===== src/rtl/mtr_pkg.sv =====
// Shared widths, speed type and helpers for the motor PWM driver.
// Optional dead-time build: define MTR_PWM_DEADTIME_EN.
package mtr_pkg;

   localparam int unsigned PWM_W  = 11;
   localparam int unsigned DUTY_W = 12;

   localparam logic [PWM_W-1:0] PER_MAX  = 11'h7FF;
   localparam logic [PWM_W-1:0] DUTY_MID = 11'h400;

   typedef logic signed [PWM_W-1:0] spd_t;

   localparam spd_t SPD_MIN     = spd_t'(11'h400);
   localparam spd_t SPD_MIN_SAT = spd_t'(11'h401);

   // -1024 would give duty1 = 0; clamp it so PWM1 always has at least one high clock.
   function automatic spd_t sat_spd(input spd_t s);
      return (s == SPD_MIN) ? SPD_MIN_SAT : s;
   endfunction

   // duty1 = 1024 + spd, evaluated in 12 bits with the speed sign-extended.
   function automatic logic [DUTY_W-1:0] duty_of(input spd_t s);
      return {1'b0, DUTY_MID} + {s[PWM_W-1], s};
   endfunction

endpackage


===== src/rtl/mtr_pwm_drv_pair.sv =====
// One registered complementary PWM pair driven from the shared period counter.
// With MTR_PWM_DEADTIME_EN defined, each rising edge is delayed by DEAD_CYC clocks.
module pwm11_pair
   import mtr_pkg::*;
#(
   parameter int unsigned DEAD_CYC = 4
) (
   input  logic              clk,
   input  logic              rst,
   input  logic [PWM_W-1:0]  cnt,
   input  logic [DUTY_W-1:0] duty1,
   output logic              pwm1,
   output logic              pwm2
);

   logic [DUTY_W-1:0] cnt_x;
   logic              pwm1_d;
   logic              pwm1_q;
   logic              pwm2_d;
   logic              pwm2_q;

   assign cnt_x = {1'b0, cnt};

`ifdef MTR_PWM_DEADTIME_EN
   localparam logic [DUTY_W-1:0] DEAD = DUTY_W'(DEAD_CYC);

   // duty1 <= 2047 and DEAD <= 63, so duty1 + DEAD cannot wrap 12 bits.
   always_comb begin
      pwm1_d = 1'b0;
      pwm2_d = 1'b0;
      pwm1_d = (cnt_x >= DEAD) && (cnt_x < duty1);
      pwm2_d = (cnt_x >= (duty1 + DEAD));
   end
`else
   always_comb begin
      pwm1_d = 1'b0;
      pwm2_d = 1'b0;
      pwm1_d = (cnt_x < duty1);
      pwm2_d = ~pwm1_d;
   end
`endif

   always_ff @(posedge clk) begin
      if (rst) begin
         pwm1_q <= 1'b0;
         pwm2_q <= 1'b0;
      end else begin
         pwm1_q <= pwm1_d;
         pwm2_q <= pwm2_d;
      end
   end

   assign pwm1 = pwm1_q;
   assign pwm2 = pwm2_q;

endmodule


===== src/rtl/mtr_pwm_drv.sv =====
// Dual H-bridge PWM driver: 2048-clock period, shadowed speed commands applied at the wrap.
// Optional dead-time build: define MTR_PWM_DEADTIME_EN (uses DEAD_CYC).
module mtr_pwm_drv
   import mtr_pkg::*;
#(
   parameter int unsigned DEAD_CYC = 4
) (
   input  logic                    clk,
   input  logic                    rst,
   input  logic signed [PWM_W-1:0] lft_spd,
   input  logic signed [PWM_W-1:0] rght_spd,
   input  logic                    spd_vld,
   output logic                    upd_pend,
   output logic                    per_strt,
   output logic                    lftPWM1,
   output logic                    lftPWM2,
   output logic                    rghtPWM1,
   output logic                    rghtPWM2
);

   logic [PWM_W-1:0] cnt_d;
   logic [PWM_W-1:0] cnt_q;
   logic             run_d;
   logic             run_q;
   logic             per_strt_d;
   logic             per_strt_q;
   logic             upd_pend_d;
   logic             upd_pend_q;
   spd_t             lft_sh_d;
   spd_t             lft_sh_q;
   spd_t             rght_sh_d;
   spd_t             rght_sh_q;
   spd_t             lft_act_d;
   spd_t             lft_act_q;
   spd_t             rght_act_d;
   spd_t             rght_act_q;
   spd_t             lft_in_sat;
   spd_t             rght_in_sat;
   logic             boundary;

   logic [DUTY_W-1:0] lft_duty;
   logic [DUTY_W-1:0] rght_duty;

   assign lft_in_sat  = sat_spd(lft_spd);
   assign rght_in_sat = sat_spd(rght_spd);
   assign boundary    = run_q && (cnt_q == PER_MAX);

   // cnt holds 0 for one edge after reset so the first running cycle shows cnt==0 with per_strt.
   always_comb begin
      cnt_d      = cnt_q;
      run_d      = 1'b1;
      per_strt_d = 1'b0;
      upd_pend_d = upd_pend_q;
      lft_sh_d   = lft_sh_q;
      rght_sh_d  = rght_sh_q;
      lft_act_d  = lft_act_q;
      rght_act_d = rght_act_q;

      cnt_d      = run_q ? (cnt_q + PWM_W'(1)) : '0;
      per_strt_d = (cnt_d == '0);

      if (spd_vld) begin
         lft_sh_d   = lft_in_sat;
         rght_sh_d  = rght_in_sat;
         upd_pend_d = 1'b1;
      end

      // A strobe coinciding with the wrap goes straight to the active registers.
      if (boundary) begin
         lft_act_d  = spd_vld ? lft_in_sat  : lft_sh_q;
         rght_act_d = spd_vld ? rght_in_sat : rght_sh_q;
         upd_pend_d = 1'b0;
      end
   end

   always_ff @(posedge clk) begin
      if (rst) begin
         cnt_q      <= '0;
         run_q      <= 1'b0;
         per_strt_q <= 1'b0;
         upd_pend_q <= 1'b0;
         lft_sh_q   <= '0;
         rght_sh_q  <= '0;
         lft_act_q  <= '0;
         rght_act_q <= '0;
      end else begin
         cnt_q      <= cnt_d;
         run_q      <= run_d;
         per_strt_q <= per_strt_d;
         upd_pend_q <= upd_pend_d;
         lft_sh_q   <= lft_sh_d;
         rght_sh_q  <= rght_sh_d;
         lft_act_q  <= lft_act_d;
         rght_act_q <= rght_act_d;
      end
   end

   assign lft_duty  = duty_of(lft_act_q);
   assign rght_duty = duty_of(rght_act_q);

   pwm11_pair #(
      .DEAD_CYC (DEAD_CYC)
   ) u_lft (
      .clk   (clk),
      .rst   (rst),
      .cnt   (cnt_q),
      .duty1 (lft_duty),
      .pwm1  (lftPWM1),
      .pwm2  (lftPWM2)
   );

   pwm11_pair #(
      .DEAD_CYC (DEAD_CYC)
   ) u_rght (
      .clk   (clk),
      .rst   (rst),
      .cnt   (cnt_q),
      .duty1 (rght_duty),
      .pwm1  (rghtPWM1),
      .pwm2  (rghtPWM2)
   );

   assign upd_pend = upd_pend_q;
   assign per_strt = per_strt_q;

endmodule

===== config.mk =====
export PLATFORM = sky130hd
export DESIGN_NAME = mtr_pwm_drv
export DESIGN_NICKNAME = d
export VERILOG_FILES = /design/src/rtl/mtr_pkg.sv /design/src/rtl/mtr_pwm_drv_pair.sv /design/src/rtl/mtr_pwm_drv.sv
export SDC_FILE = /design/constraint.sdc
export NUM_CORES = 1
export LEC_CHECK = 0
export ABC_AREA = 0
export BUFFER_PORTS_ARGS = -buffer_cell sky130_fd_sc_hd__buf_2
export CORE_MARGIN = 4
export CORE_UTILIZATION = 60
export DETAILED_ROUTE_END_ITERATION = 8
export GPL_TIMING_DRIVEN = 0
export PLACE_DENSITY_LB_ADDON = 0.1
export SYNTH_ARGS = -nofsm -noshare
export SYNTH_HDL_FRONTEND = slang
export SYNTH_SLANG_ARGS = --single-unit
export TNS_END_PERCENT = 100

===== constraint.sdc =====
create_clock -name clk -period 4.4 [get_ports clk]
set_input_delay 0.44 -clock clk [delete_from_list [all_inputs] [get_ports clk]]
set_output_delay 0.44 -clock clk [all_outputs]
set_load 0.005 [all_outputs]

* Yosys cells after proc, flatten, opt, wreduce, memory -nomap -nowiden *
Cells that the tools add are included.
Widths: inputs -> output; s select.

operators by class
  bitwise gates (word level) = 2
  mux-type cells = 6
  add/sub/neg operators = 3
  reduce and logical (&&, ||, !) cells = 3
  eq/ne operators = 3
  $lt $le $gt $ge = 2

operators by type and width
  operator                number
  $mux 11                 5
  $eq 11x11->1 const B    3
  $add 11x12->12 const A  2
  $lt 11x12->1            2
  $add 11x1->11 const B   1
  $logic_not 11->1        1
  $not 1->1               2
  $reduce_or 2->1         1
  $logic_and 1x1->1       1
  $mux 1                  1

word-level totals
  flip-flop bits (word level) = 62
  output and inout bits = 6
  word-level logic and storage cells = 31

* Depth between registers and ports, before layout *
  word-level depth = 3
  mapped depth = 7
  mapped depth without buffers = 7

* Hierarchy *
Synthesis repeated with hierarchy kept, for this count alone.

second synthesis, totals
  cells, all modules = 283
  area total of the unflattened synthesis = 2,781.4 µm²

by module, submodules not included
  module       area each (µm²)  instances  cells each  seq. area each (µm²)
  mtr_pwm_drv  2,145.8          1          203         1,161.1
  pwm11_pair   317.8            2          40          40.0

* Worst setup path after synthesis *
No wires, ideal clock.

  path type = reg-to-reg
  from = register cnt_q[9]
  to = register u_rght.pwm1_q, in the netlist u_rght.pwm1
  stages on the path, launching flop included = 6
  path buffers = 0
  setup slack = 2.757 ns
  arrival = 1.528 ns
  library setup time = 0.115 ns
  path through = dfxtp_1 ha_1 nand3_1 or3_1 o221a_2 and2_1

on the way
  word-level cells in the longest chain between the ends = 1

ends and longest elaborated chain
  what                      RTL line                RTL
  start: declaration        mtr_pwm_drv.sv:22       logic [PWM_W-1:0] cnt_q;
  start signal: assignment  mtr_pwm_drv.sv:87       cnt_q <= cnt_d;
  $lt 11x12->1              mtr_pwm_drv_pair.sv:38  pwm1_d = (cnt_x < duty1);
  end signal: assignment    mtr_pwm_drv_pair.sv:48  pwm1_q <= pwm1_d;
  end: declaration          mtr_pwm_drv_pair.sv:18  logic pwm1_q;

Every way passes these cells.
A chain may end at the register's enable or synchronous reset.

* Final worst setup path *
Ends and elaborated chain as after synthesis.

==> results.json <==
{
  "yosys_most_used_dff": "dfxtp_1",
  "power_switching_share": 0.245,
  "crit_buf_inv": 0,
  "cpPeakStageDelay_ns": 0.42,
  "switchingPower_mw": 0.264,
  "p_int_mw": 0.813,
  "antenna_found_initial": 0,
  "period_needed_ns": 1.79,
  "powerDensity_nw_per_um2": 346,
  "ys_ff_latch": 62,
  "dp_hpwl_um": 4090,
  "fin_skew_ns": 0.00912,
  "wl_per_cell_um": 14.8,
  "gp_congestion": 0.875,
  "overflow": 0,
  "netlist_instances": 273,
  "pwr-share-seq": 0.541,
  "nets": 358,
  "setup_ws_ns": 2.61,
  "diodes": 0,
  "area_growth_pct": 13.6,
  "async_flop_share": 0,
  "max_freq_mhz": 558,
  "max-cap-violations": 0,
  "vias": 2011,
  "slowest_stage": "dfxtp_1",
  "core-area_um2": 4380,
  "critical_path_required_ns": 4.63,
  "synth.cell_area_um2": 2740,
  "hold_class": "input port to register",
  "grt_pass1_wl_um": 8870,
  "cts_root_buffer": "clkbuf_8",
  "crit_type": "register to register",
  "synth_warnings": 0,
  "critPathTopFamily": "simple AND/OR/NAND/NOR gates",
  "cts_made_buffers": 9,
  "die_w_um": 75.6,
  "layout-drive-gt1-share": 0.177,
  "htree_num_levels": 3,
  "grt_pass1_vias": 1926,
  "fin_tns_setup_ns": 0,
  "die_area_um2": 5710,
  "peakVddDrop_mv": 0.319,
  "synth.yosys.seq_area_share": 0.453,
  "rsz0062_at_grt": "false",
  "grt_usage": 0.208,
  "reg2reg_slack_ns": 2.61,
  "pin_count": 31,
  "combPwrFrac": 0.063,
  "p_clk_frac": 0.396,
  "status": "complete, no violations",
  "post_cts_buffers": 0,
  "drt_iter0_markers": 63,
  "drv_slew": 0,
  "clk_path_buf_depth": 2,
  "start_util": 0.625,
  "worst-slew-pin-transition_ns": 0.473,
  "die_h_um": 75.6,
  "viasPerCell": 5.45,
  "worstSkewPairLatency_ns": 0.33,
  "final_cell_mix": "dfxtp_1, nor2_1, buf_2",
  "post_cts_resize_count": 0,
  "totalWireLength_um": 5450,
  "p_leak_nw": 1.50,
  "ant_nets": 0,
  "avgSynthCellArea_um2": 10.0,
  "tritoncts": "done",
  "nFillCells": 355,
  "clock_sinks": 62,
  "grt_max_degree": 12,
  "cts_hold_buf": 0,
  "cp-end-kind": "register",
  "startpoint_type": "register",
  "post-route-period-util": 0.408,
  "drc": 0,
  "hold_viol": 0,
  "finalSetupViolCount": 0,
  "row_count": 24,
  "syn-num-nets": 319,
  "worstPathMaxFanout": 6,
  "cp.arrival_ns": 2.02,
  "cts.clk_slew.worst_paths_ns": 0.07,
  "final_common_cell": "dfxtp_1",
  "numPortBuffers": 28,
  "max-slew-margin-rel": 0.684,
  "yosys.cell_types.count": 36,
  "path_cells": "ha_1 > nand3_1 > or3_1 > o221a_2 > and2_1",
  "drt_pass1_iterations": 4,
  "synth-edff-count": 0,
  "pre_cts_ws_ns": 2.61
}
-- flip-flops by register name (all words and copies together) (netlist names) --
name	count
u_lft.pwm2	1
lft_sh_q	11
run_q	1
u_rght.pwm1	1
u_rght.pwm2	1
cnt_q	11
rght_sh_q	11
rght_act_q	11
lft_act_q	11
u_lft.pwm1	1
per_strt	1
upd_pend	1
-- synth_stat cells (2+ instances only) --
cell | instances | share of area
dfxtp_1 | 62 | 0.45
nor2_1 | 36 | 0.049
o22a_1 | 22 | 0.070
ha_1 | 21 | 0.096
inv_1 | 21 | 0.029
mux2i_1 | 20 | 0.073
a21o_1 | 8 | 0.022
nand2_1 | 7 | 0.0096
xnor2_1 | 7 | 0.022
and2_1 | 6 | 0.014
a21oi_1 | 5 | 0.0091
nand3_1 | 5 | 0.0091
nor3_1 | 5 | 0.0091
a211oi_1 | 4 | 0.011
xor2_1 | 4 | 0.013
and3_1 | 3 | 0.0069
buf_2 | 3 | 0.0055
buf_4 | 3 | 0.0082
nand4_1 | 3 | 0.0069
or3_1 | 3 | 0.0069
a311oi_1 | 2 | 0.0064
a31oi_1 | 2 | 0.0046
buf_6 | 2 | 0.0082
clkbuf_1 | 2 | 0.0027
nand2b_1 | 2 | 0.0046
nor4_1 | 2 | 0.0046
nor4b_1 | 2 | 0.0064
o21ai_0 | 2 | 0.0037
o221a_2 | 2 | 0.0082
-- cell families (layout without fill, tap and decap cells) --
group | after synthesis | after routing | share of synthesized area
AOI/OAI and AO/OA | 49 | 49 | 0.141
muxes | 20 | 20 | 0.0731
and+or+nand+nor | 79 | 79 | 0.148
xor gates and xnor gates | 11 | 11 | 0.0352
DFF | 62 | 62 | 0.453
buffers and inverters | 31 | 75 | 0.0534
adders and majority gates | 21 | 21 | 0.0959
-- worst register-to-register path, stage by stage, from the launching register on --
cell and delay (ns):
dfxtp_1 0.42, ha_1 0.35, nand3_1 0.09, or3_1 0.37
o221a_2 0.31, and2_1 0.16
-- power by group through the flow --
stage               Clock [mW]  Sequential (mW)  Combinational (mW)
CTS                      0.434            0.583              0.0681
global placement             0            0.595              0.0661
global route             0.460            0.584              0.0744
detailed placement           0            0.595              0.0673
finish                   0.426            0.583              0.0674
floorplan                    0            0.594              0.0422
-- cell type report --
cell class              count  area, µm²  area share
clock inverters             5       35.0      0.0113
well taps                  52       65.1      0.0209
repair buffers             28        140      0.0451
plain buffers              10       67.6      0.0217
flip-flops and latches     62       1240       0.399
clock buffers              11        131      0.0422
multi-input cells         180       1350       0.434
inverters                  21       78.8      0.0253
-- per-layer routing --
metal  part of all wire  global-route usage  up-vias
met5                  0                   0        -
met4              0.011              0.0621        0
met3              0.039              0.0567        8
met2               0.48               0.345       32
met1               0.47               0.266      921
li1                   -                   -     1050
-- worst paths after layout --
kind                                       startpoint                  endpoint  cells past startpoint
worst max register to register    cnt_q[9]$_SDFF_PP0_    u_rght.pwm1$_SDFF_PP0_                      5
worst min-delay path                              rst  rght_sh_q[10]$_SDFF_PP0_                      2
worst max-delay path              cnt_q[9]$_SDFF_PP0_    u_rght.pwm1$_SDFF_PP0_                      5
worst min register to register  upd_pend$_SDFFE_PP0P_     upd_pend$_SDFFE_PP0P_                      1
-- through the flow --
step,area [µm²],total power [mW],instances,utilization,hold WS [ns]
2_1_floorplan,2740,0.636,273,-,0.453
3_3_place_gp,2940,0.661,353,0.672,0.444
3_5_place_dp,2940,0.663,353,0.672,0.449
4_1_cts,3110,1.08,369,0.709,0.388
5_1_grt,3110,1.12,369,0.709,0.393
6_report,3110,1.08,369,0.709,0.394
(Power assumes the default switching activity.)
